<file path="config.mk">
export PLATFORM = sky130hd
export DESIGN_NAME = sr_cell_memory
export DESIGN_NICKNAME = d
export VERILOG_FILES = /design/src/rtl/sr_mem_pkg.sv /design/src/rtl/sr_cell_word.sv /design/src/rtl/sr_cell_memory.sv
export SDC_FILE = /design/constraint.sdc
export NUM_CORES = 1
export LEC_CHECK = 0
export CELL_PAD_IN_SITES_DETAIL_PLACEMENT = 1
export CELL_PAD_IN_SITES_GLOBAL_PLACEMENT = 2
export CORE_MARGIN = 10
export CORE_UTILIZATION = 44
export DETAILED_ROUTE_END_ITERATION = 10
export PLACE_DENSITY = 0.95
export SETUP_SLACK_MARGIN = 0.15
export SYNTH_ARGS = -nofsm -noshare
export SYNTH_HDL_FRONTEND = slang
export SYNTH_HIERARCHICAL = 1
export SYNTH_SLANG_ARGS = --single-unit
</file>
<file path="constraint.sdc">
create_clock -name i_clk -period 6.7 [get_ports i_clk]
set_clock_uncertainty 0.1 [all_clocks]
set_input_delay 0.67 -clock i_clk [delete_from_list [all_inputs] [get_ports i_clk]]
set_output_delay 0.67 -clock i_clk [all_outputs]
set_load 0.01 [all_outputs]
</file>
<file path="src/rtl/sr_mem_pkg.sv">
// Shared definitions for the SR-cell memory: opcodes, conflict-resolution modes
// and the controller state type.
package sr_mem_pkg;

  localparam logic [1:0] OP_READ   = 2'b00;
  localparam logic [1:0] OP_UPDATE = 2'b01;
  localparam logic [1:0] OP_CLEAR  = 2'b10;
  localparam logic [1:0] OP_RSVD   = 2'b11;

  localparam int CM_HOLD   = 0;
  localparam int CM_SET    = 1;
  localparam int CM_RESET  = 2;
  localparam int CM_TOGGLE = 3;

  typedef enum logic {
    IDLE,
    SWEEP
  } state_t;

endpackage

</file>
<file path="src/rtl/sr_cell_word.sv">
// Combinational next-state of a word of clocked SR cells; the S=R=1 case is
// resolved according to CONFLICT_MODE.
module sr_cell_word
  import sr_mem_pkg::*;
#(
  parameter int WIDTH         = 8,
  parameter int CONFLICT_MODE = CM_HOLD
) (
  input  logic [WIDTH-1:0] i_s,
  input  logic [WIDTH-1:0] i_r,
  input  logic [WIDTH-1:0] i_old,
  output logic [WIDTH-1:0] o_next
);

  logic [WIDTH-1:0] w_conflict;

  always_comb begin
    w_conflict = i_old;
    case (CONFLICT_MODE)
      CM_SET:    w_conflict = '1;
      CM_RESET:  w_conflict = '0;
      CM_TOGGLE: w_conflict = ~i_old;
      default:   w_conflict = i_old;
    endcase
  end

  // Set wins alone, hold when idle, conflict value when both asserted; reset-only yields 0.
  assign o_next = (i_s & ~i_r) | (i_old & ~i_s & ~i_r) | (w_conflict & i_s & i_r);

endmodule

</file>
<file path="src/rtl/sr_cell_memory.sv">
// DEPTH x WIDTH memory of SR cells behind a REQ/READY/ACK handshake, with
// read, masked SR update and a one-word-per-cycle clear-all sweep.
module sr_cell_memory
  import sr_mem_pkg::*;
#(
  parameter int WIDTH         = 8,
  parameter int DEPTH         = 16,
  parameter int CONFLICT_MODE = CM_HOLD,
  localparam int AW           = $clog2(DEPTH)
) (
  input  logic             i_clk,
  input  logic             i_rst_n,
  input  logic             i_req,
  input  logic [1:0]       i_op,
  input  logic [AW-1:0]    i_addr,
  input  logic [WIDTH-1:0] i_s,
  input  logic [WIDTH-1:0] i_r,
  output logic             o_ready,
  output logic             o_ack,
  output logic             o_err,
  output logic [WIDTH-1:0] o_q,
  output logic [WIDTH-1:0] o_nq
);

  localparam logic [AW:0]   DEPTH_W   = (AW+1)'(DEPTH);
  localparam logic [AW-1:0] LAST_ADDR = AW'(DEPTH - 1);

  state_t           r_state;
  state_t           w_next_state;
  logic [AW-1:0]    r_sweep_addr;
  logic [WIDTH-1:0] r_mem [DEPTH];
  logic [WIDTH-1:0] r_q;
  logic             r_ready;
  logic             r_ack;
  logic             r_err;

  logic             w_accept;
  logic             w_addr_ok;
  logic             w_sweep_last;
  logic [WIDTH-1:0] w_old;
  logic [WIDTH-1:0] w_next_word;

  // READY is only ever high in IDLE, so an accept implies the controller is idle.
  assign w_accept     = i_req & r_ready;
  assign w_addr_ok    = ({1'b0, i_addr} < DEPTH_W);
  assign w_sweep_last = (r_sweep_addr == LAST_ADDR);
  assign w_old        = w_addr_ok ? r_mem[i_addr] : '0;

  sr_cell_word #(
    .WIDTH        (WIDTH),
    .CONFLICT_MODE(CONFLICT_MODE)
  ) u_word (
    .i_s   (i_s),
    .i_r   (i_r),
    .i_old (w_old),
    .o_next(w_next_word)
  );

  always_ff @(posedge i_clk) begin
    if (!i_rst_n) r_state <= IDLE;
    else          r_state <= w_next_state;
  end

  always_comb begin
    w_next_state = r_state;
    case (r_state)
      IDLE:    if (w_accept && i_op == OP_CLEAR) w_next_state = SWEEP;
      SWEEP:   if (w_sweep_last) w_next_state = IDLE;
      default: w_next_state = IDLE;
    endcase
  end

  // Storage, sweep counter and registered outputs; ACK/ERR are single-cycle pulses.
  always_ff @(posedge i_clk) begin
    if (!i_rst_n) begin
      for (int i = 0; i < DEPTH; i++) r_mem[i] <= '0;
      r_q          <= '0;
      r_ready      <= 1'b0;
      r_ack        <= 1'b0;
      r_err        <= 1'b0;
      r_sweep_addr <= '0;
    end else begin
      r_ack <= 1'b0;
      r_err <= 1'b0;
      case (r_state)
        IDLE: begin
          r_ready <= 1'b1;
          if (w_accept) begin
            case (i_op)
              OP_READ: begin
                r_ack <= 1'b1;
                if (w_addr_ok) r_q <= w_old;
                else           r_err <= 1'b1;
              end
              OP_UPDATE: begin
                r_ack <= 1'b1;
                if (w_addr_ok) begin
                  r_mem[i_addr] <= w_next_word;
                  r_q           <= w_next_word;
                end else begin
                  r_err <= 1'b1;
                end
              end
              OP_CLEAR: begin
                r_ready      <= 1'b0;
                r_sweep_addr <= '0;
              end
              default: begin
                r_ack <= 1'b1;
                r_err <= 1'b1;
              end
            endcase
          end
        end
        SWEEP: begin
          r_mem[r_sweep_addr] <= '0;
          if (w_sweep_last) begin
            r_ack   <= 1'b1;
            r_q     <= '0;
            r_ready <= 1'b1;
          end else begin
            r_sweep_addr <= r_sweep_addr + 1'b1;
          end
        end
        default: r_ready <= 1'b0;
      endcase
    end
  end

  assign o_ready = r_ready;
  assign o_ack   = r_ack;
  assign o_err   = r_err;
  assign o_q     = r_q;
  assign o_nq    = ~r_q;

endmodule

</file>
==> out/metrics.yaml, run 1 <==
global_route:
  antenna_found_initial: 1
  grt_pass1_vias: 5008
  met2_usage_pct: 31.51
  grt_pass1_wl_um: 29740
  busiest_layer: "met2"
  overflow: 0
  grt_use_total_pct: 19.16
  grtUsageMet3_pct: 4.395
  use_met1_pct: 23.55
  grt_max_degree: 42
setup_path:
  arrival_ns: 4.20
  r2r_start: "r_state$_SDFF_PN0_"
  end_kind: "flip-flop"
  reg2reg_depth: 4
  cp_top_family: "buffers and inverters"
  cpMostUsedCell: "nor2_1"
  cp.depth: 9
  crit_path_start_kind: "input port"
  max_stage_delay_ns: 1.11
  critPathSlowestCell: "clkdlybuf4s50_1"
  rrSetupSlack_ns: 3.51
  worstReg2RegEnd: "r_mem[8][3]$_SDFFCE_PN0P_"
  required_ns: 6.75
  crit_chain: "clkdlybuf4s50_1, buf_4, mux4_2, mux2_2, nor2_1, a21oi_1, maj3_2, nand2_1, nor2_1"
  criticalPathCategory: "in -> reg"
  critPathBufInv: 2
  path_max_fanout: 20
clock_tree:
  hold_buffers: 0
  cts_buffer_depth: 2
  cts_sinks: 144
  post_cts_resized: 0
  tritoncts: "yes"
  cts_root_buf: "clkbuf_16"
  post_cts_buffers: 0
  h-tree-depth: 4
  cts_buffers: 17
  clkLatencyLatePin_ns: 0.43
  clk_pin_slew_ns: 0.06
worst_hold_path:
  worstHoldPathCells: 2
  holdPathEnd: "o_q[5]$_SDFFE_PN0P_"
  hold_path_class: "reg -> reg"
  min-delay-start: "o_q[5]$_SDFFE_PN0P_"
placed_design:
  placed_area_sq_um: 7323
  place_inst: 751
  port_buffers: 43
  place_congestion: 0.8680
  dp_hpwl_um: 13350
pwr:
  ir_drop_mv: 0.1835
  power_density_nw_per_um2: 276.7
  p_leak_nw: 2.858
synth:
  synth_edf_count: 128
  ys_ff_latch: 144
  synth_cell_types: 45
  avgSynthCellArea_sq_um: 12.39
  yosysSeqAreaShare_pct: 61.12
  synthCells: 550
  synth_top_area_share_pct: 56.42
  synthFlopType: "edfxtp_1"
  netlist_area_sq_um: 6813
  synth.area.top_cells: "edfxtp_1 (56%), mux4_2 (11%), nor2_1 (7.7%)"
  yosysWarnings: 6
  synth_most_common_cell: "nor2_1"
  syn-num-nets: 576
  synth.largest_area_cell: "edfxtp_1"
  synth_commonest_cells: "nor2_1 (139), edfxtp_1 (128), nand2_1 (44)"
  async_reset_ff_share_pct: 0
detailed_routing:
  drt.antenna.violating_nets: 0
  vias_per_cell: 6.052
  drt_wl_total_um: 19490
  firstDrtPassIters: 6
  drtIter0Drc: 457
  num_vias: 4733
  post-route-drc-count: 0
  wl_per_cell_um: 24.92
timing:
  tns_ns: 0
  maxSlewHeadroom_pct: 34.48
  drv_slew: 0
  fmax_ghz: 0.2404
  finalSetupViolCount: 0
  final_hold_viol_count: 0
  finalCritPeriodShare_pct: 62.08
  worst_pin_slew_ns: 0.9797
  grt_setup_unrepaired: "no"
  period_needed_ns: 4.159
finish:
  design_area_sq_um: 7914
  insertedDiodeCount: 0
  instances_no_fill: 782
  fillerInstances: 1543
  finalCoreUtilization_pct: 52.06
  syn2layout_area_growth_pct: 16.16
  drive_above_1_share_pct: 15.32
  fin_nets: 608
die:
  core_area_sq_um: 15200
  die_h_um: 144.4
  num_rows: 45
  ioPinCount: 44
  die_w_um: 144.4
  die_area_sq_um: 20860
  initial_core_util_pct: 44.81
status:
  outcome: "finished clean"
flow_run:
  cap_violations: 0
-- flip-flops by register name, summed over array words and instances (netlist names) --
signal        flops
r_sweep_addr      4
r_state           1
o_ready           1
o_err             1
o_q               8
r_mem           128
o_ack             1
-- worst register-to-register path, delay by kind of cell (launching register included) --
| family | cells | cell delay, ns |
|---|---|---|
| flip-flops | 1 | 0.77 |
| AND/OR/NAND/NOR | 3 | 1.41 |
| AO/OA/AOI/OAI | 1 | 0.57 |
-- worst max-delay path by stage --
stage | to | slack, ns | start
floorplan | r_mem[0][0]$_SDFFCE_PN0P_ | 3.59 | i_addr[1]
global placement | r_mem[9][6]$_SDFFCE_PN0P_ | 2.30 | i_addr[3]
detailed placement | r_mem[6][1]$_SDFFCE_PN0P_ | 2.21 | i_addr[3]
CTS | r_mem[13][0]$_SDFFCE_PN0P_ | 2.61 | i_addr[3]
global route | r_mem[3][6]$_SDFFCE_PN0P_ | 2.42 | i_addr[3]
finish | r_mem[13][0]$_SDFFCE_PN0P_ | 2.54 | i_addr[3]
-- stage by stage --
step	hold slack, ns	power [mW]	setup slack [ns]
after detailed placement	0.4174	1.238	2.205
after floorplan	0.4080	1.161	3.588
final	0.4248	2.190	2.541
after global routing	0.4496	2.250	2.417
after CTS	0.4276	2.193	2.614
after global placement	0.3987	1.228	2.303
-- power breakdown --
group / switching (mW) / total (mW) / internal [mW]
Clock: 0.383 / 0.967 / 0.584
Combinational: 0.131 / 0.204 / 0.0733
Sequential: 0.0137 / 1.02 / 1.01
-- routing by layer --
layer,share of wire [%],vias to the layer above
li1,-,2056
met1,42,2472
met2,49,168
met3,5.5,35
met4,3.0,2
met5,0.067,-
-- logic make-up after synthesis --
| logic type | after synthesis | synth area share (%) |
|---|---|---|
| and+or+nand+nor | 237 | 15.30 |
| AOI/OAI and AO/OA | 51 | 4.793 |
| adders and majority gates | 9 | 1.506 |
| DFF | 144 | 61.12 |
| muxes | 48 | 13.08 |
| buffers and inverters | 60 | 4.077 |
| xor gates and xnor gates | 1 | 0.1286 |
-- placed cells by master, fill, tap and decap left out, drive strengths merged, types with 16 or more instances in the layout --
master,synthesis,routed
a21oi,19,19
clkbuf,19,18
clkdlybuf4s50,0,42
dfxtp,16,16
edfxtp,128,128
inv,26,29
mux4,32,32
nand2,44,44
nor2,139,139
-- cell type report --
| cell class | count | area [sq um] | share of cell area [%] |
|---|---|---|---|
| well taps | 188 | 235.2 | 2.972 |
| clock buffers | 18 | 429.2 | 5.423 |
| multi-input cells | 346 | 2371 | 29.96 |
| inverters | 26 | 97.59 | 1.233 |
| flip-flops and latches | 144 | 4164 | 52.62 |
| clock inverters | 13 | 161.4 | 2.040 |
| repair buffers | 47 | 455.4 | 5.755 |
Note: power is estimated with default switching activity, not from simulation.
==> inputs of run 2 (changes only) <==
--- a/config.mk
+++ b/config.mk
@@ -8,9 +8,9 @@
 export CELL_PAD_IN_SITES_DETAIL_PLACEMENT = 1
 export CELL_PAD_IN_SITES_GLOBAL_PLACEMENT = 2
 export CORE_MARGIN = 10
-export CORE_UTILIZATION = 44
+export CORE_UTILIZATION = 41
 export DETAILED_ROUTE_END_ITERATION = 10
-export PLACE_DENSITY = 0.95
+export PLACE_DENSITY = 0.9
 export SETUP_SLACK_MARGIN = 0.15
 export SYNTH_ARGS = -nofsm -noshare
 export SYNTH_HDL_FRONTEND = slang
==> constraint.sdc (replaced) <==
create_clock -name i_clk -period 3.99 [get_ports i_clk]
set_clock_uncertainty 0.1 [all_clocks]
set_input_delay 0.399 -clock i_clk [delete_from_list [all_inputs] [get_ports i_clk]]
set_output_delay 0.399 -clock i_clk [all_outputs]
set_load 0.01 [all_outputs]
==> run 2 against run 1 <==
Compared with the run above:
- hold slack worse by 0.0089 ns
- register-to-register slack got worse by 2.4 ns
- largest power group unchanged
- combinational power increased by 72%
- sequential cell count unchanged
- global-route usage is 1.6 points lower
- utilization fell by 3.2 points
- non-clock buffer count up 14
- count of clock-buffer cells in the layout fell by 1
- via count fell by 1.1%
- design area grew 1.3%
- sequential power grew 68%
- critical endpoint is now r_mem[2][5]$_SDFFCE_PN0P_
- die area rose by 6.3%
- largest cell class unchanged
==> out/metrics.yaml, run 2 (synthesis results as in run 1) <==
timing:
  final_hold_viol_count: 0  # unchanged
  tns_ns: 0  # unchanged
  maxSlewHeadroom_pct: 52.86  # +18 points
  period_needed_ns: 3.064
  worst_pin_slew_ns: 0.7057  # -0.2740 ns
  grt_setup_unrepaired: "no"
  finalCritPeriodShare_pct: 76.79
  drv_slew: 0  # unchanged
  fmax_ghz: 0.3264
  finalSetupViolCount: 0  # unchanged
  holdWs_ns: 0.4159  # -0.008922 ns
detailed_routing:
  drtIter0Drc: 414  # -9.4%
  routedLengthMet1_um: 7762  # -5.6%
  vias_per_cell: 5.648  # -6.7%
  post-route-drc-count: 0  # unchanged
  firstDrtPassIters: 5  # -1
  met3_length_um: 948  # -11%
  num_vias: 4682  # -1.1%
  drt.antenna.violating_nets: 0  # unchanged
  wl_per_cell_um: 22.79  # -8.6%
  drt_wl_total_um: 18890  # -3.1%
  dr_wl_met2_um: 9550  # -0.49%
  routed.top_layer: "met4"
setup_path:
  worstReg2RegEnd: "r_mem[8][2]$_SDFFCE_PN0P_"
  rrSetupSlack_ns: 1.13  # -2.38 ns
  criticalPathCategory: "in -> reg"
  arrival_ns: 3.12  # -1.08 ns
  crit_end: "r_mem[2][5]$_SDFFCE_PN0P_"
  path_max_fanout: 22  # +10%
  crit_path_start_kind: "input port"
  end_kind: "flip-flop"
  cp-startpoint: "i_addr[1]"
  reg2reg_depth: 4  # unchanged
  required_ns: 4.05  # -2.70 ns
  r2r_start: "r_state$_SDFF_PN0_"
status:
  outcome: "finished clean"
placed_design:
  place_congestion: 0.8140  # -6.2%
  dp_hpwl_um: 12780  # -4.3%
  port_buffers: 43  # unchanged
  place_inst: 797  # +6.1%
pwr:
  p_leak_nw: 2.899  # +1.4%
  finalPower_mw: 3.519  # +61%
  power_density_nw_per_um2: 438.9  # +59%
  ir_drop_mv: 0.3041  # +66%
global_route:
  grt_max_degree: 37  # -12%
  overflow: 0  # unchanged
  grt_pass1_wl_um: 29460  # -0.93%
  grt_pass1_vias: 4913  # -1.9%
  grt_use_total_pct: 17.57  # -1.6 points
  antenna_found_initial: 0  # -1
finish:
  fin_nets: 622  # +2.3%
  largest_reg_flops: 128  # unchanged
  multiInputGateArea_sq_um: 2371  # unchanged
  syn2layout_area_growth_pct: 17.70
  final_common_cell: "nor2_1"
  final_cell_mix: "nor2_1 (139), edfxtp_1 (128), nand2_1 (44)"
  register_area_sq_um: 4164  # unchanged
  largest-register: "r_mem"
  instances_no_fill: 829  # +6.0%
  drive_above_1_share_pct: 17.24  # +1.9 points
  fillerInstances: 1697  # +10%
  insertedDiodeCount: 0  # unchanged
die:
  num_rows: 47  # +4.4%
  core_area_sq_um: 16410  # +7.9%
  ioPinCount: 44  # unchanged
  die_h_um: 148.9  # +3.1%
  die_area_sq_um: 22170  # +6.3%
  die_w_um: 148.9  # +3.1%
  initial_core_util_pct: 41.52  # -3.3 points
clock_tree:
  post_cts_buffers: 0  # unchanged
  cts_root_buf: "clkbuf_16"
  post_cts_resized: 0  # unchanged
  tritoncts: "yes"
  cts_buffers: 17  # unchanged
  clk_pin_slew_ns: 0.07  # about the same
  h-tree-depth: 4  # unchanged
  cts_sinks: 144  # unchanged
  clkLatencyLatePin_ns: 0.44  # about the same
  hold_buffers: 0  # unchanged
  cts_buffer_depth: 2  # unchanged
flow_run:
  cap_violations: 0  # unchanged
worst_hold_path:
  hold_path_class: "reg -> reg"
  min-delay-start: "o_q[1]$_SDFFE_PN0P_"
run 2: cell types whose count changed in the layout (fill, tap and decap cells not counted):
cell       previous run  this run
buf_12                0         1
clkbuf_1              1         0
clkinv_1              1         3
bufinv_16             3         0
clkinv_2              2         0
clkinv_4              1         6
buf_4                 4        17
run 2: worst min-delay path by stage:
stage	end	slack (ns)	depth (start not counted)
after global placement	o_q[3]$_SDFFE_PN0P_	0.40	2
final	o_q[1]$_SDFFE_PN0P_	0.42	2
after CTS	o_q[1]$_SDFFE_PN0P_	0.42	2
after detailed placement	o_q[1]$_SDFFE_PN0P_	0.41	2
after floorplan	r_sweep_addr[0]$_SDFFE_PN0P_	0.41	2
after global routing	o_q[4]$_SDFFE_PN0P_	0.47	2
run 2: power breakdown:
part	internal, mW	total (mW)	switching (mW)
Combinational	0.136	0.351	0.215
Sequential	1.69	1.71	0.0221
Clock	0.796	1.46	0.662
run 2: cell type report:
class	count	share of cell area [%]
Sequential cell	144	51.93
Inverter	26	1.217
Clock inverter	15	1.404
Timing Repair Buffer	61	7.146
Tap cell	220	3.433
Clock buffer	17	5.305
Multi-Input combinational cell	346	29.57
run 2: critical path, cell delays in order:
cell	delay, ns
buf_2	0.54
buf_4	0.37
mux4_2	0.54
mux2i_1	0.23
a21oi_1	0.11
maj3_2	0.32
nand2_1	0.47
nor2_1	0.13
run 2: per-layer routing:
metal | vias up | global-route usage (%)
li1 | 2094 | -
met1 | 2403 | 21.50
met2 | 150 | 28.49
met3 | 35 | 4.430
met4 | 0 | 8.440
met5 | - | 0
run 2: through the flow:
| step | area, sq um | setup slack (ns) | utilization (%) |
|---|---|---|---|
| finish | 8019 | 0.9259 | 48.88 |
| global route | 8019 | 0.6906 | 48.88 |
| CTS | 8019 | 0.9058 | 48.88 |
| detailed placement | 7481 | 0.5000 | 45.60 |
| global placement | 7481 | 0.6451 | 45.60 |
| floorplan | 6813 | 1.149 | - |
==> inputs of run 3 (changes only) <==
==> constraint.sdc (replaced) <==
create_clock -name i_clk -period 3.2 [get_ports i_clk]
set_clock_uncertainty 0.1 [all_clocks]
set_input_delay 0.32 -clock i_clk [delete_from_list [all_inputs] [get_ports i_clk]]
set_output_delay 0.32 -clock i_clk [all_outputs]
set_load 0.01 [all_outputs]
==> run 3 against run 2 <==
Compared with the run above:
- wire length is 3.1% higher
- hold slack better by 0.0043 ns
- first-iteration DRC count is 19% lower
- worst setup slack worse by 0.59 ns
- via count is 1.3% higher
- total power is 29% higher
- cell count is 1.3% higher
- global-route usage is 0.45 points higher
- sequential share of layout area is 1.3 points lower
- register-to-register slack worse by 0.79 ns
- clock power is 31% higher
- utilization is 1.2 points higher
- largest power group unchanged
==> out/metrics.yaml, run 3 (synthesis results as in run 1) <==
status:
  outcome: "finished clean"
detailed_routing:
  vias_per_cell: 5.645  # about the same
  wl_per_cell_um: 23.18  # +1.7%
  drt_wl_total_um: 19470  # +3.1%
  num_vias: 4742  # +1.3%
  drtIter0Drc: 335  # -19%
  drt.antenna.violating_nets: 0  # unchanged
  post-route-drc-count: 0  # unchanged
  firstDrtPassIters: 5  # unchanged
pwr:
  finalPower_mw: 4.525  # +29%
  power_density_nw_per_um2: 550.2  # +25%
  p_leak_nw: 2.999  # +3.4%
  ir_drop_mv: 0.4166  # +37%
timing:
  maxSlewHeadroom_pct: 53.28  # +0.42 points
  tns_ns: 0  # unchanged
  fin_ws_ns: 0.3371  # -0.5889 ns
  period_needed_ns: 2.863
  drv_slew: 0  # unchanged
  fmax_ghz: 0.3493
  grt_setup_unrepaired: "no"
  worst_pin_slew_ns: 0.6998  # -0.005810 ns
  holdWs_ns: 0.4201  # +0.004251 ns
  finalCritPeriodShare_pct: 89.47
  final_hold_viol_count: 0  # unchanged
  finalSetupViolCount: 0  # unchanged
finish:
  register_area_sq_um: 4164  # unchanged
  syn2layout_area_growth_pct: 20.70
  insertedDiodeCount: 0  # unchanged
  final_common_cell: "nor2_1"
  finalCoreUtilization_pct: 50.12  # +1.2 points
  final_cell_mix: "nor2_1 (139), edfxtp_1 (128), nand2_1 (44)"
  fin_nets: 633  # +1.8%
  fillerInstances: 1670  # -1.6%
  multiInputGateArea_sq_um: 2371  # unchanged
  drive_above_1_share_pct: 18.87  # +1.6 points
  largest-register: "r_mem"
  largest_reg_flops: 128  # unchanged
placed_design:
  port_buffers: 43  # unchanged
  place_congestion: 0.8294  # +1.9%
  dp_hpwl_um: 13750  # +7.6%
  pre_cts_slack_ns: 0.07891  # -0.4211 ns
setup_path:
  path_max_fanout: 22  # unchanged
  cpMostUsedCell: "nand2_1"
  required_ns: 3.18  # -0.87 ns
  crit_chain: "nand2_1, o31ai_2, nand2_1, nand2_1"
  end_kind: "flip-flop"
  criticalPathCategory: "reg -> reg"
  crit_path_start_kind: "flip-flop"
  arrival_ns: 2.84  # -0.28 ns
  max_stage_delay_ns: 0.77  # +0.23 ns
  critPathSlowestCell: "dfxtp_1"
clock_tree:
  clk_pin_slew_ns: 0.06  # about the same
  clkLatencyLatePin_ns: 0.43  # about the same
  tritoncts: "yes"
  cts_buffer_depth: 2  # unchanged
  cts_root_buf: "clkbuf_16"
  hold_buffers: 0  # unchanged
  cts_buffers: 17  # unchanged
  cts_sinks: 144  # unchanged
  post_cts_resized: 0  # unchanged
  h-tree-depth: 4  # unchanged
  post_cts_buffers: 0  # unchanged
global_route:
  grt_pass1_wl_um: 30520  # +3.6%
  grt_use_total_pct: 18.02  # +0.45 points
  overflow: 0  # unchanged
  antenna_found_initial: 0  # unchanged
  grt_max_degree: 37  # unchanged
  grt_pass1_vias: 5134  # +4.5%
die:
  core_area_sq_um: 16410  # unchanged
  initial_core_util_pct: 41.52  # unchanged
  die_w_um: 148.9  # unchanged
  die_h_um: 148.9  # unchanged
  ioPinCount: 44  # unchanged
  num_rows: 47  # unchanged
  die_area_sq_um: 22170  # unchanged
worst_hold_path:
  hold_path_class: "reg -> reg"
flow_run:
  cap_violations: 0  # unchanged
==> run 3: cell types whose count changed in the layout (fill, tap and decap cells not counted), sizes merged <==
cell,delta
clkbuf,+1
inv,+3
bufinv,+1
buf,+11
clkinv,-5
==> run 3: worst max-delay path: cells and delay by family, from the launching register on <==
kind	cells	cell delay (ns)
and+or+nand+nor	3	1.07
AOI/OAI and AO/OA	1	0.58
DFF	1	0.77
==> run 3: worst paths after layout <==
check	startpoint	endpoint	slack [ns]	depth (start not counted)
setup / recovery	r_state$_SDFF_PN0_	r_mem[0][4]$_SDFFCE_PN0P_	0.34	4
hold reg to reg	o_q[3]$_SDFFE_PN0P_	o_q[3]$_SDFFE_PN0P_	0.42	2
hold / removal	o_q[3]$_SDFFE_PN0P_	o_q[3]$_SDFFE_PN0P_	0.42	2
setup reg to reg	r_state$_SDFF_PN0_	r_mem[0][4]$_SDFFCE_PN0P_	0.34	4
==> run 3: cell type report <==
cell class                      instances  area share (%)
Multi-Input combinational cell        346           28.83
Timing Repair Buffer                   72           9.191
Tap cell                              220           3.348
Sequential cell                       144           50.64
Clock buffer                           18           5.219
Inverter                               26           1.187
Clock inverter                         14           1.582
==> run 3: metal layers <==
layer  vias up  GRT usage [%]  share of wire [%]
li1       2108              -                  -
met1      2457          22.95                 43
met2       150          28.69                 49
met3        27          4.854                4.9
met4         0          7.017                2.7
met5         -              0                  0
==> run 3: through the flow <==
step | area, sq um | cells
floorplan | 6813 | 550
global placement | 7664 | 808
detailed placement | 7664 | 808
CTS | 8223 | 840
global route | 8223 | 840
finish | 8223 | 840
==> run 3: power by group <==
part | total [mW] | internal, mW | switching, mW
combinational | 0.484 | 0.200 | 0.284
sequential | 2.13 | 2.10 | 0.0289
clock | 1.91 | 1.08 | 0.826
